`src/rtl/if_id_queue_pkg.sv`:
```
// Shared constants for the IF/ID fetch queue: stall-vector bit positions
// used by the ctrl unit and the zero word driven into ID on a bubble.
package if_id_queue_pkg;

    localparam int STALL_IF = 1;
    localparam int STALL_ID = 2;

    localparam logic [31:0] ZEROWORD = 32'h0000_0000;

    // Increment a queue pointer; the pointer width equals log2(DEPTH),
    // so the natural overflow is the modulo-DEPTH wrap.
    function automatic logic [31:0] ptr_next(input logic [31:0] ptr, input int unsigned ptr_w);
        logic [31:0] mask;
        mask     = (32'h1 << ptr_w) - 32'h1;
        ptr_next = (ptr + 32'h1) & mask;
    endfunction

endpackage

```
`src/rtl/if_id_qmem.sv`:
```
// Fetch-queue storage: DEPTH entries of {pc,inst}, one synchronous write
// port and one asynchronous read port. No reset; entry validity is
// tracked entirely by the pointers and count in the parent.
module if_id_qmem #(
    parameter int DEPTH = 4,
    parameter int WIDTH = 64
) (
    input  logic                     clk,
    input  logic                     we,
    input  logic [$clog2(DEPTH)-1:0] waddr,
    input  logic [WIDTH-1:0]         wdata,
    input  logic [$clog2(DEPTH)-1:0] raddr,
    output logic [WIDTH-1:0]         rdata
);

    logic [WIDTH-1:0] mem [DEPTH];

    // Write the pushed pair into the tail slot.
    always_ff @(posedge clk) begin
        if (we) begin
            mem[waddr] <= wdata;
        end
    end

    assign rdata = mem[raddr];

endmodule

```
`src/rtl/if_id_queue.sv`:
```
// IF/ID boundary: a DEPTH-entry fetch queue feeding a registered ID-facing
// output. Decouples fetch rate from decode consumption, with flush,
// backpressure and a same-cycle bypass when the queue is empty so the
// unstalled IF->ID latency stays at one cycle.
module if_id_queue
    import if_id_queue_pkg::*;
#(
    parameter int ADDR_W  = 32,
    parameter int INST_W  = 32,
    parameter int DEPTH   = 4,
    parameter int STALL_W = 6
) (
    input  logic                       clk,
    input  logic                       rst,
    input  logic [STALL_W-1:0]         stall,
    input  logic                       flush,
    input  logic                       if_valid,
    input  logic [ADDR_W-1:0]          if_pc,
    input  logic [INST_W-1:0]          if_inst,
    output logic                       if_ready,
    output logic                       id_valid,
    output logic [ADDR_W-1:0]          id_pc,
    output logic [INST_W-1:0]          id_inst,
    output logic [$clog2(DEPTH+1)-1:0] fill_level
);

    localparam int PTR_W = $clog2(DEPTH);
    localparam int CNT_W = $clog2(DEPTH + 1);
    localparam int ENT_W = ADDR_W + INST_W;

    logic [PTR_W-1:0] head;
    logic [PTR_W-1:0] tail;
    logic [CNT_W-1:0] count;
    logic [CNT_W-1:0] count_nxt;

    logic             push;
    logic             advance;
    logic             pop;
    logic             bypass;
    logic             wr_en;
    logic [ENT_W-1:0] rd_entry;

    logic             stall_unused;

    // Only the IF and ID bits of the ctrl stall vector matter here.
    assign stall_unused = ^stall;

    assign if_ready = (count != CNT_W'(DEPTH));

    // Handshake decode: push, pop and bypass are mutually consistent so
    // an entry is either stored, forwarded straight to ID, or refused.
    always_comb begin
        push      = if_valid & if_ready & ~stall[STALL_IF];
        advance   = ~stall[STALL_ID];
        pop       = advance & (count != '0);
        bypass    = advance & (count == '0) & push;
        wr_en     = push & ~bypass & ~rst & ~flush;
        count_nxt = count + CNT_W'(push & ~bypass) - CNT_W'(pop);
    end

    if_id_qmem #(
        .DEPTH (DEPTH),
        .WIDTH (ENT_W)
    ) u_qmem (
        .clk   (clk),
        .we    (wr_en),
        .waddr (tail),
        .wdata ({if_pc, if_inst}),
        .raddr (head),
        .rdata (rd_entry)
    );

    // Pointer/count bookkeeping and the ID register; rst and flush both
    // empty the queue and insert a bubble, dropping any same-cycle push.
    always_ff @(posedge clk) begin
        if (rst || flush) begin
            head     <= '0;
            tail     <= '0;
            count    <= '0;
            id_valid <= 1'b0;
            id_pc    <= ADDR_W'(ZEROWORD);
            id_inst  <= INST_W'(ZEROWORD);
        end else begin
            if (wr_en) begin
                tail <= PTR_W'(ptr_next(32'(tail), PTR_W));
            end
            if (pop) begin
                head <= PTR_W'(ptr_next(32'(head), PTR_W));
            end
            count <= count_nxt;
            if (advance) begin
                if (pop) begin
                    id_valid <= 1'b1;
                    id_pc    <= rd_entry[ENT_W-1:INST_W];
                    id_inst  <= rd_entry[INST_W-1:0];
                end else if (bypass) begin
                    id_valid <= 1'b1;
                    id_pc    <= if_pc;
                    id_inst  <= if_inst;
                end else begin
                    id_valid <= 1'b0;
                    id_pc    <= ADDR_W'(ZEROWORD);
                    id_inst  <= INST_W'(ZEROWORD);
                end
            end
        end
    end

    assign fill_level = count;

endmodule
```
`config.mk`:
```
export PLATFORM = sky130hd
export DESIGN_NAME = if_id_queue
export DESIGN_NICKNAME = d
export VERILOG_FILES = /design/src/rtl/if_id_queue_pkg.sv /design/src/rtl/if_id_qmem.sv /design/src/rtl/if_id_queue.sv
export SDC_FILE = /design/constraint.sdc
export NUM_CORES = 1
export LEC_CHECK = 0
export ABC_AREA = 1
export BUFFER_PORTS_ARGS = -buffer_cell sky130_fd_sc_hd__buf_2
export CORE_MARGIN = 2
export CORE_UTILIZATION = 55
export CTS_CLUSTER_DIAMETER = 150
export DETAILED_ROUTE_END_ITERATION = 10
export PLACE_DENSITY = 0.75
export SYNTH_ARGS = -nofsm -noshare
export SYNTH_HDL_FRONTEND = slang
export SYNTH_SLANG_ARGS = --single-unit
```
`constraint.sdc`:
```
create_clock -name clk -period 5.52 [get_ports clk]
set_input_delay 0.276 -clock clk [delete_from_list [all_inputs] [get_ports clk]]
set_output_delay 0.276 -clock clk [all_outputs]
set_load 0.01 [all_outputs]
```
==> flow_summary.json <==
{
  "grt_overflow_total": 0,
  "vias": 9785,
  "cts_tree": "yes",
  "dieWidth_um": 161,
  "yosys.area.top_type": "edfxtp_1",
  "cts_max_level": 2,
  "status": "complete, no violations",
  "hold_buffers": 44,
  "fmax_mhz": 303,
  "synth_top_cell_area_share_pct": 56.9,
  "nets": 1535,
  "synth_area_leaders": "edfxtp_1, nand3_1, dfxtp_1",
  "p_per_area_nw_per_um2": 337,
  "place_hpwl_um": 15500,
  "finalSetupTns_ns": 0,
  "ant_nets": 0,
  "cellLeakagePower_nw": 6.57,
  "postSynthCellCount": 1305,
  "fillers": 1865,
  "cts_sinks": 330,
  "slew_viol_final": 0,
  "crit_family": "simple AND/OR/NAND/NOR gates",
  "die_h_um": 161,
  "crit_top_cell": "nor2_4",
  "synth_cell_types": 25,
  "hold_class": "primary input to flip-flop",
  "setup_violations": 0,
  "dr.pass1.iters": 6,
  "layout-drive-gt1-share_pct": 14.9,
  "slew_headroom_pct": 22.8,
  "start_util_pct": 55.7,
  "synth_fp_nets": 1386,
  "die_area_um2": 25800,
  "critPathKind": "flip-flop to flip-flop",
  "worst_slew_pin_slew_ns": 1.16,
  "period_share_pct": 59.8,
  "ios": 143,
  "cts_resized": 0,
  "critPathRequiredTime_ns": 5.71,
  "end_kind": "flip-flop",
  "cp-start-kind": "flip-flop",
  "antenna_found_initial": 1,
  "rsz0062_at_grt": "no",
  "period_needed_ns": 3.30,
  "cp_max_fo": 66,
  "synth_area_per_cell_um2": 10.3,
  "crit_buf_inv": 1,
  "portBuffers": 138,
  "grt_pass1_vias": 9649,
  "finClkSkew_ns": 0.0138,
  "wire_per_inst_um": 16.8,
  "yosys_warnings": 0,
  "syn_area_um2": 13500,
  "crit_chain": "nor2_4 > nand2_4 > o21ai_2 > or2_1 > nor2_4 > buf_12",
  "grt_max_degree": 87,
  "clk_pin_slew_ns": 0.06,
  "root_buffer": "clkbuf_16",
  "grt_pass1_wl_um": 48900,
  "drc": 0,
  "register_area_um2": 9170,
  "core_um2": 24200,
  "multiInputGateArea_um2": 3620,
  "cts_buffer_depth": 3,
  "critPathSlowestCell": "nand2_4",
  "drt_iter0_markers": 784,
  "seq_area_frac_synth_pct": 67.9,
  "routed_wl_um": 30400,
  "synthToLayoutAreaGrowth_pct": 17.7,
  "gr-usage-all-layers_pct": 23.8,
  "post_cts_buffers": 0,
  "core.rowCount": 57,
  "total_power_w": 0.00536,
  "cap_violations": 0,
  "hold_viol": 0,
  "max_stage_delay_ns": 0.71,
  "vdd_drop_max_mv": 0.235,
  "cts-buffers-inserted": 35,
  "vias_per_cell": 5.42,
  "insertion_delay_ns": 0.52,
  "ys_seq_elements": 330,
  "arrival_ns": 3.49,
  "routabilityCongestion": 0.744
}
==> registers in the layout (all words and copies together), names as in the netlist, named ones only <==
| signal | cells |
|---|---|
| fill_level | 3 |
| id_valid | 1 |
| head | 2 |
| id_inst | 32 |
| u_qmem.mem | 256 |
| tail | 2 |
| id_pc | 32 |
==> layer usage <==
layer / GRT usage [%] / up-vias / part of all wire, %
met4: 7.75 / 0 / 2.1
li1: - / 4700 / -
met1: 30.5 / 4622 / 40
met3: 4.47 / 57 / 8.0
met5: 0 / - / 0
met2: 41.1 / 406 / 50
==> synth_stat cells <==
cell type	n
nand4_1	1
nor2_1	138
nand2_2	1
o211ai_1	1
a21oi_1	4
buf_4	20
or2_1	1
xnor2_1	1
nor2_4	1
dfxtp_1	74
a21oi_2	2
nor2_2	1
nor2_8	1
nand2_1	328
clkbuf_1	18
inv_1	80
ha_1	6
o21ai_2	1
edfxtp_1	256
buf_2	42
nand3_1	321
buf_6	2
inv_2	2
o21ai_0	2
fa_1	1
==> cell usage in the layout, fill, tap and decap left out, types with 2 or more instances in the layout <==
cell and n:
a21oi_1 4, buf_12 3, buf_2 138, buf_4 9, bufinv_16 3, clkbuf_1 5
clkbuf_16 35, clkbuf_8 4, clkinv_1 6, clkinv_2 5, clkinvlp_4 2, dfxtp_1 72
dlygate4sd3_1 44, edfxtp_1 256, ha_1 6, inv_1 77, inv_2 3, inv_4 2
inv_6 3, nand2_1 328, nand3_1 321, nor2_1 134, nor2_4 5, o21ai_0 2
==> where the power goes <==
group | switching [W] | total (W) | internal (W)
Combinational | 0.000228 | 0.000346 | 0.000118
Sequential | 0.0000158 | 0.00272 | 0.00270
Clock | 0.000937 | 0.00230 | 0.00136
Total | 0.00118 | 0.00536 | 0.00418
==> cell type report <==
class / instances / area share [%]
Antenna cell: 1 / 0.0157
Clock buffer: 44 / 5.97
Clock inverter: 19 / 1.13
Inverter: 82 / 1.97
Multi-Input combinational cell: 811 / 22.8
Sequential cell: 330 / 57.7
Tap cell: 324 / 2.55
Timing Repair Buffer: 194 / 7.91
==> cell families after synthesis <==
kind of cell    after synthesis  synth area share [%]
compound gates               10                 0.473
simple gates                793                  25.3
flops                       330                  67.9
buf+inv                     164                  5.61
xor+xnor                      1                0.0649
fa+ha+maj                     7                 0.704
==> worst paths after layout <==
kind,slack (ns),from,cells past startpoint,endpoint
worst max-delay path,2.22,fill_level[1]$_SDFF_PP0_,6,u_qmem.mem[1][35]$_DFFE_PP_
worst min-delay path,0.007,if_inst[17],1,u_qmem.mem[3][17]$_DFFE_PP_
worst max register to register,2.22,fill_level[1]$_SDFF_PP0_,6,u_qmem.mem[1][35]$_DFFE_PP_
worst min register to register,0.46,head[1]$_SDFFE_PP0N_,2,flip-flop
==> through the flow <==
step                worst slack [ns]  hold WS, ns  instance area, um^2  std cells  util [%]
floorplan                       1.27        0.375                13500       1305         -
global placement                2.25        0.439                14300       1697      59.1
detailed placement              2.18        0.446                14300       1697      59.1
CTS                             2.18     0.000756                15900       1804      65.6
global route                    1.99      0.00846                15900       1805      65.6
finish                          2.22      0.00709                15900       1805      65.6
Power figures use the tool's default switching activity.
